$ cat src/rtl/mem_arbiter.sv
// rtl/mem_arbiter.sv - single-port memory arbiter between CPU (write/read/fetch) and DMA with starvation guard
module mem_arbiter #(
    parameter int RV     = 32,
    parameter int VA     = RV,
    parameter int STARVE = 8
) (
    input  logic                  clk,
    input  logic                  reset_n,
    input  logic                  ifetch,
    input  logic [1:0]            rstrobe,
    input  logic [RV/8-1:0]       wmask,
    input  logic [VA-RV/16-1:0]   addr,
    input  logic [RV-1:0]         wdata,
    input  logic                  io_access,
    output logic                  idone,
    output logic                  rdone,
    output logic                  wdone,
    output logic [RV-1:0]         rdata,
    input  logic                  dma_req,
    input  logic                  dma_we,
    input  logic [VA-RV/16-1:0]   dma_addr,
    input  logic [RV-1:0]         dma_wdata,
    output logic                  dma_done,
    output logic                  mem_req,
    output logic                  mem_we,
    output logic                  mem_io,
    output logic [VA-RV/16-1:0]   mem_addr,
    output logic [RV-1:0]         mem_wdata,
    output logic [RV/8-1:0]       mem_wmask,
    output logic [1:0]            mem_rstrobe,
    input  logic                  mem_ack,
    input  logic [RV-1:0]         mem_rdata
);

    localparam int AW = VA - RV / 16;
    localparam int MW = RV / 8;
    localparam logic [3:0] STARVE_W = 4'(STARVE);

    typedef enum logic [1:0] {ST_IDLE, ST_BUSY, ST_DONE} state_t;
    typedef enum logic [1:0] {OWN_WR, OWN_RD, OWN_IF, OWN_DMA} owner_t;

    state_t          state_q;
    owner_t          owner_q;
    owner_t          owner_d;
    logic [3:0]      starve_q;
    logic [3:0]      starve_d;
    logic            mem_req_q;
    logic            mem_we_q;
    logic            mem_io_q;
    logic [AW-1:0]   mem_addr_q;
    logic [RV-1:0]   mem_wdata_q;
    logic [MW-1:0]   mem_wmask_q;
    logic [1:0]      mem_rstrobe_q;
    logic [RV-1:0]   rdata_q;
    logic            idone_q;
    logic            rdone_q;
    logic            wdone_q;
    logic            dma_done_q;

    logic            cpu_wr;
    logic            cpu_rd;
    logic            cpu_any;
    logic            grant_any;
    logic            we_d;
    logic            io_d;
    logic [AW-1:0]   addr_d;
    logic [RV-1:0]   wdata_d;
    logic [MW-1:0]   wmask_d;
    logic [1:0]      rstrobe_d;

    // Priority pick of the next owner and its command, plus the starvation count it implies
    always_comb begin
        cpu_wr    = |wmask;
        cpu_rd    = |rstrobe;
        cpu_any   = cpu_wr || cpu_rd || ifetch;
        grant_any = cpu_any || dma_req;
        owner_d   = OWN_IF;
        we_d      = 1'b0;
        io_d      = 1'b0;
        addr_d    = addr;
        wdata_d   = wdata;
        wmask_d   = '0;
        rstrobe_d = 2'b00;
        starve_d  = starve_q;
        if (dma_req && (!cpu_any || starve_q == STARVE_W)) begin
            owner_d   = OWN_DMA;
            we_d      = dma_we;
            addr_d    = dma_addr;
            wdata_d   = dma_wdata;
            wmask_d   = {MW{dma_we}};
            rstrobe_d = {2{~dma_we}};
            starve_d  = '0;
        end else begin
            if (cpu_wr) begin
                owner_d = OWN_WR;
                we_d    = 1'b1;
                wmask_d = wmask;
            end else if (cpu_rd) begin
                owner_d   = OWN_RD;
                rstrobe_d = rstrobe;
            end else begin
                owner_d   = OWN_IF;
                rstrobe_d = 2'b11;
            end
            io_d = io_access;
            // A CPU win while DMA waits counts as a lost arbitration for DMA
            if (dma_req && starve_q < STARVE_W) begin
                starve_d = starve_q + 4'd1;
            end
        end
    end

    // IDLE -> BUSY on a grant, BUSY -> DONE on ack, DONE -> IDLE after the one-cycle done pulse
    always_ff @(posedge clk) begin
        if (!reset_n) begin
            state_q       <= ST_IDLE;
            owner_q       <= OWN_IF;
            starve_q      <= '0;
            mem_req_q     <= 1'b0;
            mem_we_q      <= 1'b0;
            mem_io_q      <= 1'b0;
            mem_addr_q    <= '0;
            mem_wdata_q   <= '0;
            mem_wmask_q   <= '0;
            mem_rstrobe_q <= 2'b00;
            rdata_q       <= '0;
            idone_q       <= 1'b0;
            rdone_q       <= 1'b0;
            wdone_q       <= 1'b0;
            dma_done_q    <= 1'b0;
        end else begin
            idone_q    <= 1'b0;
            rdone_q    <= 1'b0;
            wdone_q    <= 1'b0;
            dma_done_q <= 1'b0;
            case (state_q)
                ST_IDLE: begin
                    if (grant_any) begin
                        state_q       <= ST_BUSY;
                        owner_q       <= owner_d;
                        starve_q      <= starve_d;
                        mem_req_q     <= 1'b1;
                        mem_we_q      <= we_d;
                        mem_io_q      <= io_d;
                        mem_addr_q    <= addr_d;
                        mem_wdata_q   <= wdata_d;
                        mem_wmask_q   <= wmask_d;
                        mem_rstrobe_q <= rstrobe_d;
                    end
                end
                ST_BUSY: begin
                    if (mem_ack) begin
                        state_q       <= ST_DONE;
                        rdata_q       <= mem_rdata;
                        mem_req_q     <= 1'b0;
                        mem_we_q      <= 1'b0;
                        mem_io_q      <= 1'b0;
                        mem_addr_q    <= '0;
                        mem_wdata_q   <= '0;
                        mem_wmask_q   <= '0;
                        mem_rstrobe_q <= 2'b00;
                        case (owner_q)
                            OWN_WR:  wdone_q    <= 1'b1;
                            OWN_RD:  rdone_q    <= 1'b1;
                            OWN_IF:  idone_q    <= 1'b1;
                            OWN_DMA: dma_done_q <= 1'b1;
                            default: idone_q    <= 1'b0;
                        endcase
                    end
                end
                ST_DONE: begin
                    state_q <= ST_IDLE;
                end
                default: begin
                    state_q <= ST_IDLE;
                end
            endcase
        end
    end

    assign mem_req     = mem_req_q;
    assign mem_we      = mem_we_q;
    assign mem_io      = mem_io_q;
    assign mem_addr    = mem_addr_q;
    assign mem_wdata   = mem_wdata_q;
    assign mem_wmask   = mem_wmask_q;
    assign mem_rstrobe = mem_rstrobe_q;
    assign rdata       = rdata_q;
    assign idone       = idone_q;
    assign rdone       = rdone_q;
    assign wdone       = wdone_q;
    assign dma_done    = dma_done_q;

endmodule

$ cat config.mk
export PLATFORM = sky130hd
export DESIGN_NAME = mem_arbiter
export DESIGN_NICKNAME = d
export VERILOG_FILES = /design/src/rtl/mem_arbiter.sv
export SDC_FILE = /design/constraint.sdc
export NUM_CORES = 1
export LEC_CHECK = 0
export CAP_MARGIN = 15
export CORE_AREA = 2 2 112 114
export CTS_BUF_LIST = sky130_fd_sc_hd__clkbuf_4 sky130_fd_sc_hd__clkbuf_8 sky130_fd_sc_hd__clkbuf_16
export DETAILED_ROUTE_END_ITERATION = 10
export DIE_AREA = 0 0 114 116
export MAX_ROUTING_LAYER = met4
export PLACE_DENSITY_LB_ADDON = 0.2
export SLEW_MARGIN = 25
export SYNTH_ARGS = -nofsm -noshare
export SYNTH_HDL_FRONTEND = slang
export SYNTH_SLANG_ARGS = --single-unit
$ cat constraint.sdc
create_clock -name clk -period 3.9 [get_ports clk]
set_input_delay 0.39 -clock clk [delete_from_list [all_inputs] [get_ports clk]]
set_output_delay 0.39 -clock clk [all_outputs]
set_load 0.1 [all_outputs]
==> results of run 1 <==
-- power breakdown --
| group | internal (uW) | switching, uW | leakage [uW] | total, uW |
|---|---|---|---|---|
| clock | 1040 | 532 | 0.000298 | 1580 |
| combinational | 384 | 868 | 0.00170 | 1250 |
| sequential | 1270 | 55.9 | 0.000947 | 1330 |
| total | 2700 | 1460 | 0.00295 | 4160 |
-- Yosys cell counts (2+ instances only) --
library cell / number / area [um^2]
dfxtp_1: 115 / 2302
nand2_1: 74 / 277.8
nor2_1: 71 / 266.5
o2bb2ai_1: 68 / 595.6
a21oi_1: 66 / 330.3
a21boi_0: 33 / 247.7
clkbuf_1: 29 / 108.9
buf_2: 10 / 50.05
inv_1: 5 / 18.77
o21ai_0: 5 / 25.02
nor3b_1: 4 / 30.03
and3_1: 3 / 18.77
nand4_1: 3 / 18.77
nor3_1: 3 / 15.01
a31oi_1: 2 / 12.51
and2_1: 2 / 12.51
buf_6: 2 / 22.52
ha_1: 2 / 25.02
nand2b_1: 2 / 12.51
nand3_1: 2 / 10.01
o22ai_1: 2 / 12.51
-- metal layers --
layer  up-vias  routed length (um)  track usage
li1       2374                   -            -
met1      2299                6141       0.2573
met2       173                8096       0.4202
met3        30                1066      0.07793
met4         0                 435       0.1146
met5         -                   0            -
-- metrics by stage --
step | cell area, um^2 | setup WS (ns) | util
floorplan | 4601 | 1.965 | -
global placement | 7492 | 1.046 | 0.6290
detailed placement | 7492 | 0.9146 | 0.6290
CTS | 8105 | 1.361 | 0.6805
global route | 8105 | 1.239 | 0.6805
finish | 8105 | 1.354 | 0.6805
-- layout by cell type (no fill, tap or decap), types with 2 or more instances in the layout --
cell             synthesis  routed
clkdlybuf4s50_1          0     275
dfxtp_1                115     115
nand2_1                 74      74
nor2_1                  71      70
o2bb2ai_1               68      68
a21oi_1                 66      66
a21boi_0                33      33
clkbuf_16                0      17
buf_4                    0       8
clkbuf_8                 0       6
inv_1                    5       5
o21ai_0                  5       5
nor3b_1                  4       4
nor3_1                   3       3
nand4_1                  3       3
clkinvlp_4               0       3
clkinv_2                 0       3
buf_12                   0       3
o22ai_1                  2       2
a31oi_1                  2       2
nand3_1                  2       2
and2_1                   2       2
and3_1                   3       2
nand2b_1                 2       2
ha_1                     2       2
bufinv_16                0       2
-- worst paths after layout --
check                                 start                   endpoint  slack, ns
setup / recovery                   wmask[0]  mem_addr[21]$_SDFFE_PN0P_       1.35
hold / removal    mem_addr[10]$_SDFFE_PN0P_  mem_addr[10]$_SDFFE_PN0P_       0.46
setup reg to reg   starve_q[0]$_SDFFE_PN0P_   starve_q[2]$_SDFFE_PN0P_       1.73
hold reg to reg   mem_addr[10]$_SDFFE_PN0P_  mem_addr[10]$_SDFFE_PN0P_       0.46
-- worst max-delay path: stages --
cell and delay [ns]:
clkdlybuf4s50_1 0.46, or4_4 0.60, o31ai_4 0.32, and3_2 0.64
buf_4 0.30, o2bb2ai_1 0.15
-- registers in the layout (all words and copies together), names as in the netlist, 2 cells and up --
register	flops
mem_addr	30
starve_q	4
state_q	2
owner_q	2
mem_wmask	4
mem_rstrobe	2
mem_wdata	32
rdata	32
-- logic make-up (layout without fill, tap and decap cells) --
group           count (synthesis)  count (layout)  share of synthesized area
mux                             1               1                   0.002176
flops                         115             115                     0.5004
buf+inv                        46             323                    0.04351
fa+ha+maj                       2               2                   0.005438
compound gates                186             186                     0.2891
simple gates                  172             172                     0.1594
-- cell type report --
cell class	instances	area share
Clock buffer	24	0.06360
Clock inverter	8	0.01204
Inverter	5	0.002316
Multi-Input combinational cell	361	0.2609
Sequential cell	115	0.2840
Tap cell	147	0.02269
Timing Repair Buffer	286	0.3544
==> reports/metrics.cfg, run 1 <==
[detailed_routing]
wl_um=15740
wl_per_cell_um=16.64
drt_iter0_markers=269
drc=0
final_antenna_net_count=0
vias=4876
dr.pass1.iters=4
via_per_inst=5.154

[synthesis]
ys.flop_type=dfxtp_1
synth_cell_types=40
syn_avg_cell_area_um2=8.814
yosysWarningCount=0
ys_seq_elements=115
netlist_area_mm2=0.004601
async_flop_share=0
synth_edf_count=0
yosysSeqAreaShare=0.5004
syn_inst=522
synth_nets=693

[clock_network]
post-cts-setup-buffers=0
clk_pin_slew_worst_paths_ns=0.05
cts_hold_buf=0
post_cts_resized=0
cts_tree=done
cts-buffers-inserted=17
htree_levels=4
cts_sinks=115
cts_root_buffer=clkbuf_16
insertion_delay_ns=0.41
clock_path_buffers=2

[global_route]
grt_pass1_vias=5049
grt_overflow=0
grt_max_degree=64
grt_antenna_before_repair=0
grt_usage=0.2450
grt_pass1_wl_um=24550

[die]
fp.dieH_um=116
core_area_mm2=0.01191
dieArea_mm2=0.01322
die_x_um=114
rows=40
top_level_ports=276
start_util=0.3862

[finish]
seqCellArea_mm2=0.002302
antenna_cells=0
multi_input_area_mm2=0.002115
finalNetCount=957
fillers=983
area.growth.synth_to_final_pct=76.18
drive_gt1_frac=0.06258
stdcell_count=946

[placement]
portBuffers=275
gp_congestion=0.8018
dp_cells=914
dp_hpwl_um=11380

[power_and_ir_drop]
ir_drop_mv=0.3112
power_leakage_uw=0.002946
p_per_area_mw_per_mm2=512.8
p_total_uw=4157

[timing]
min_period_ns=2.546
fin_crit_sh=0.6527
finalHoldViolCount=0
tns_ns=0
max-slew-margin-rel=0.3137
worst_pin_slew_ns=1.026
fmaxAchievable_mhz=392.8
skew_ns=0.005675
rsz0062_at_grt=false
setup_viol=0
slew_viol_final=0
whs_ns=0.4588

[hold_path]
hp-class=register to register
whs_path_depth=1

[worst_setup_path]
cp.required_ns=4.23
arrival_ns=2.88
worstSetupPathType=input port to register
end_kind=register
reg2reg_depth=7
crit_path_max_fanout=28
startpoint_type=input port

[run_status]
status=finished clean

[flow_run]
maxCapViolations=0

Note: power is estimated with default switching activity, not from simulation.
==> run 2: changes to the inputs <==
CORE_AREA = 2 2 120 122   (was 2 2 112 114)
DIE_AREA = 0 0 122 124   (was 0 0 114 116)
clock period = 2.1 ns   (was 3.9 ns; I/O delays follow)
==> run 2 against run 1 <==
  * Via count increased by 0.45%
  * Final cell count grew 5.1%
  * Clock skew shrank 0.0019 ns
  * Combinational power up 83%
  * Wire length decreased by 1.0%
  * Power grew 91%
  * Highest routed layer unchanged
  * Die area is 14% higher
  * Critical path type is now register to register
  * Core utilization down 9.3 points
  * Hold slack worse by 0.10 ns
  * Sequential share of layout area rose by 0.15 points
==> reports/metrics.cfg, run 2 (synthesis results as in run 1) <==
[power_and_ir_drop]
power.share.combinational=0.288
ir_drop_mv=0.8559
power.switching_uw=2700
pwr-share-seq=0.311
clock_power_share=0.401
p_per_area_mw_per_mm2=984.8
p_total_uw=7941
p_sw_frac=0.3400
p_int_uw=5242
power_leakage_uw=0.003243

[detailed_routing]
wl_per_cell_um=15.67
drt_iter0_markers=220
via_per_inst=4.928
wl_um=15580
final_antenna_net_count=0
drc=0
vias=4898
dr.pass1.iters=4

[run_status]
status=finished clean

[placement]
dp_hpwl_um=11580
dp_cells=963
gp_congestion=0.8112
portBuffers=275

[die]
top_level_ports=276
fp.dieH_um=124
core_area_mm2=0.01372
rows=43
dieArea_mm2=0.01513
die_x_um=122
start_util=0.3353

[finish]
stdcell_count=994
fillers=1184
area.growth.synth_to_final_pct=75.28
finalNetCount=973
final_cell_mix=clkdlybuf4s50_1 (168), buf_4 (129), dfxtp_1 (115), nand2_1 (74), nor2_1 (70)
drive_gt1_frac=0.2113
antenna_cells=0
final_common_cell=clkdlybuf4s50_1

[timing]
finalHoldViolCount=0
min_period_ns=1.892
tns_ns=0
slew_viol_final=0
max-slew-margin-rel=0.7379
setup_viol=0
whs_ns=0.3582
worst_pin_slew_ns=0.3932
fin_crit_sh=0.9010
skew_ns=0.003739
fmaxAchievable_mhz=528.5
rsz0062_at_grt=false

[worst_setup_path]
startpoint_type=register
crit_path_max_fanout=62
cp.required_ns=2.43
worstSetupPathType=register to register
end_kind=register
arrival_ns=2.22

[hold_path]
hp-class=input port to register

[global_route]
grt_pass1_wl_um=23680
grt_overflow=0
grt_pass1_vias=4945
grt_antenna_before_repair=0
grt_usage=0.2072
grt_max_degree=63

[clock_network]
post-cts-setup-buffers=0
clock_path_buffers=2
cts-buffers-inserted=17
clk_pin_slew_worst_paths_ns=0.05
post_cts_resized=0
cts_hold_buf=0
cts_root_buffer=clkbuf_16
cts_sinks=115
htree_levels=4
cts_tree=done
insertion_delay_ns=0.41

[flow_run]
maxCapViolations=0

## run 2: changes by cell type in the layout (fill, tap and decap cells not counted)
cell,previous run,this run
clkbuf_8,6,3
bufinv_16,2,5
clkdlybuf4s50_1,275,168
clkinv_4,0,1
buf_4,8,129
clkinvlp_4,3,0
buf_12,3,5
clkinv_2,3,4
## run 2: stage by stage
step,instance area [um^2],setup slack (ns),util
CTS,8064,0.2228,0.5878
finish,8064,0.2079,0.5878
global placement,7411,-0.06515,0.5402
global route,8064,0.09212,0.5878
detailed placement,7411,-0.1224,0.5402
floorplan,4601,0.2050,-
## run 2: routing by layer
| metal | global-route usage | vias up | share of wire |
|---|---|---|---|
| met5 | - | - | 0 |
| met4 | 0.07902 | 0 | 0.020 |
| met3 | 0.06136 | 28 | 0.064 |
| met2 | 0.3589 | 180 | 0.52 |
| met1 | 0.2248 | 2288 | 0.39 |
| li1 | - | 2402 | - |
## run 2: path summary, 6_finish.rpt
kind | start | cells after the start | end | slack [ns]
min | mem_rdata[12] | 3 | rdata[12]$_SDFFE_PN0P_ | 0.36
min reg2reg | rdata[13]$_SDFFE_PN0P_ | 2 | rdata[13]$_SDFFE_PN0P_ | 0.46
max reg2reg | starve_q[0]$_SDFFE_PN0P_ | 7 | mem_wdata[14]$_SDFFE_PN0P_ | 0.21
max | starve_q[0]$_SDFFE_PN0P_ | 7 | mem_wdata[14]$_SDFFE_PN0P_ | 0.21
## run 2: final cells by class
type	count	area, um^2	area share
clock buffer	21	474.2	0.05881
clock inverter	10	178.9	0.02219
inverter	5	18.77	0.002327
multi-input combinational	361	2115	0.2622
sequential	115	2302	0.2855
tap	180	225.2	0.02793
timing repair buffer	302	2750	0.3410
## run 2: power by group through the flow
stage	logic, uW	clock network [uW]	registers (uW)
after floorplan	369	0	3690
after global placement	2270	0	2510
after detailed placement	2300	0	2510
after CTS	2300	3240	2470
after global routing	2390	3350	2490
final	2290	3180	2470
## run 2: worst max-delay path: stages (launching register included)
cell and delay [ns]:
dfxtp_1 0.40, inv_1 0.08, ha_1 0.21, and4b_1 0.23, a211oi_4 0.30, buf_12 0.31, a21oi_1 0.08, o2bb2ai_1 0.17
==> run 3: changes to the inputs <==
==> constraint.sdc (replaced) <==
create_clock -name clk -period 2.1 [get_ports clk]
set_input_delay 0.21 -clock clk [delete_from_list [all_inputs] [get_ports clk]]
set_output_delay 0.21 -clock clk [all_outputs]
set_load 0.05 [all_outputs]
==> run 3 against run 2 <==
  * Final cell count grew 0.70%
  * Sequential share of layout area down 1.2 points
  * Sequential cell count unchanged
  * Wire length up 2.8%
  * Clock skew up 0.0063 ns
  * Global-route usage up 0.36 points
  * Critical path type unchanged
==> reports/metrics.cfg, run 3 (synthesis results as in run 1) <==
[global_route]
grt.busiest_layer=met2
gr-usage-met2=0.3708
grt_pass1_wl_um=24050
grt_max_degree=63
grtUsageMet1=0.2132
grt_usage=0.2108
met3_usage=0.06639
grt_overflow=0
grt_pass1_vias=5054
grt_antenna_before_repair=0

[clock_network]
cts_tree=done
insertion_delay_ns=0.42
cts-buffers-inserted=17
cts_hold_buf=0
cts_root_buffer=clkbuf_16
post_cts_resized=0
cts_sinks=115
htree_levels=4
clock_path_buffers=2
post-cts-setup-buffers=0
clk_pin_slew_worst_paths_ns=0.05

[power_and_ir_drop]
p_int_uw=5421
pwr-share-seq=0.329
p_per_area_mw_per_mm2=890.5
p_sw_frac=0.2772
power_leakage_uw=0.003108
clock_power_share=0.437
power.switching_uw=2079
ir_drop_mv=0.5103
power.share.combinational=0.234

[timing]
finalHoldViolCount=0
worst_slack_ns=0.1571
min_period_ns=1.943
tns_ns=0
fin_crit_sh=0.9252
slew_viol_final=0
worst_pin_slew_ns=0.5658
setup_viol=0
skew_ns=0.01008
rsz0062_at_grt=false
max-slew-margin-rel=0.6216
fmaxAchievable_mhz=514.7

[detailed_routing]
wl_per_cell_um=16.00
wl_um=16010
drc=0
final_antenna_net_count=0
drt_iter0_markers=288
vias=4907
via_per_inst=4.902
dr.pass1.iters=4

[finish]
finalNetCount=979
stdcell_count=1001
final_cell_mix=clkdlybuf4s50_1 (275), dfxtp_1 (115), nand2_1 (74), nor2_1 (70), o2bb2ai_1 (68)
final_common_cell=clkdlybuf4s50_1
fin_area_mm2=0.008422
drive_gt1_frac=0.08770
antenna_cells=0
area.growth.synth_to_final_pct=83.06
fillers=1182

[die]
fp.dieH_um=124
rows=43
die_x_um=122
start_util=0.3353
core_area_mm2=0.01372
top_level_ports=276
dieArea_mm2=0.01513

[hold_path]
hp-class=input port to register

[worst_setup_path]
crit_path_max_fanout=27
arrival_ns=2.27
reg2reg_depth=8
startpoint_type=register
reg2reg_from=starve_q[0]$_SDFFE_PN0P_
ff2ff_setup_slack_ns=0.16
critPathLaunch=starve_q[0]$_SDFFE_PN0P_
end_kind=register
worstSetupPathType=register to register
endpoint=mem_addr[19]$_SDFFE_PN0P_
r2r_end=mem_addr[19]$_SDFFE_PN0P_
cp.required_ns=2.43

[placement]
place_area_mm2=0.007749
gp_congestion=0.8032
dp_cells=969
portBuffers=275
pre_cts_ws_ns=-0.1092
dp_hpwl_um=11720

[run_status]
status=finished clean

[flow_run]
maxCapViolations=0

[run 3: critical path, stage by stage (launching register included)]
cell and delay (ns):
dfxtp_1 0.40, inv_1 0.08, ha_1 0.21, and4b_1 0.23
a211oi_4 0.31, buf_12 0.23, buf_4 0.18, a21oi_1 0.06
o2bb2ai_1 0.18
[run 3: layout make-up]
class                           count  area [um^2]  share of cell area
Timing Repair Buffer              308         3088              0.3667
Sequential cell                   115         2302              0.2734
Multi-Input combinational cell    361         2115              0.2511
Clock buffer                       21        467.9             0.05556
Tap cell                          180        225.2             0.02674
Clock inverter                     11        205.2             0.02436
Inverter                            5        18.77            0.002228
[run 3: metal layers]
| metal | routed length [um] | share of wire | up-vias |
|---|---|---|---|
| met5 | 0 | 0 | - |
| met4 | 425 | 0.027 | 0 |
| met3 | 1178 | 0.074 | 35 |
| met2 | 8248 | 0.52 | 183 |
| met1 | 6158 | 0.38 | 2278 |
| li1 | - | - | 2411 |
[run 3: per-stage QoR]
stage / util / total power, uW / hold slack [ns]
detailed placement: 0.5648 / 4259 / 0.4469
finish: 0.6139 / 7500 / 0.3582
global route: 0.6139 / 7767 / 0.3689
global placement: 0.5648 / 4235 / 0.4424
floorplan: - / 3438 / 0.3549
CTS: 0.6139 / 7566 / 0.3391
[run 3: worst min-delay path by stage]
stage | depth (start not counted) | slack, ns | endpoint | start
4_1_cts | 3 | 0.34 | rdata[4]$_SDFFE_PN0P_ | mem_rdata[4]
3_5_place_dp | 1 | 0.45 | mem_wdata[7]$_SDFFE_PN0P_ | mem_wdata[7]$_SDFFE_PN0P_
3_3_place_gp | 1 | 0.44 | mem_wdata[0]$_SDFFE_PN0P_ | mem_wdata[0]$_SDFFE_PN0P_
6_report | 3 | 0.36 | rdata[21]$_SDFFE_PN0P_ | mem_rdata[21]
2_1_floorplan | 2 | 0.35 | rdata[10]$_SDFFE_PN0P_ | mem_rdata[10]
5_1_grt | 3 | 0.37 | rdata[0]$_SDFFE_PN0P_ | mem_rdata[0]
[run 3: power by group through the flow]
stage | Combinational (uW) | Sequential [uW] | Clock (uW)
global route | 1850 | 2490 | 3430
detailed placement | 1760 | 2500 | 0
global placement | 1730 | 2500 | 0
CTS | 1760 | 2470 | 3330
floorplan | 368 | 3070 | 0
finish | 1750 | 2470 | 3280
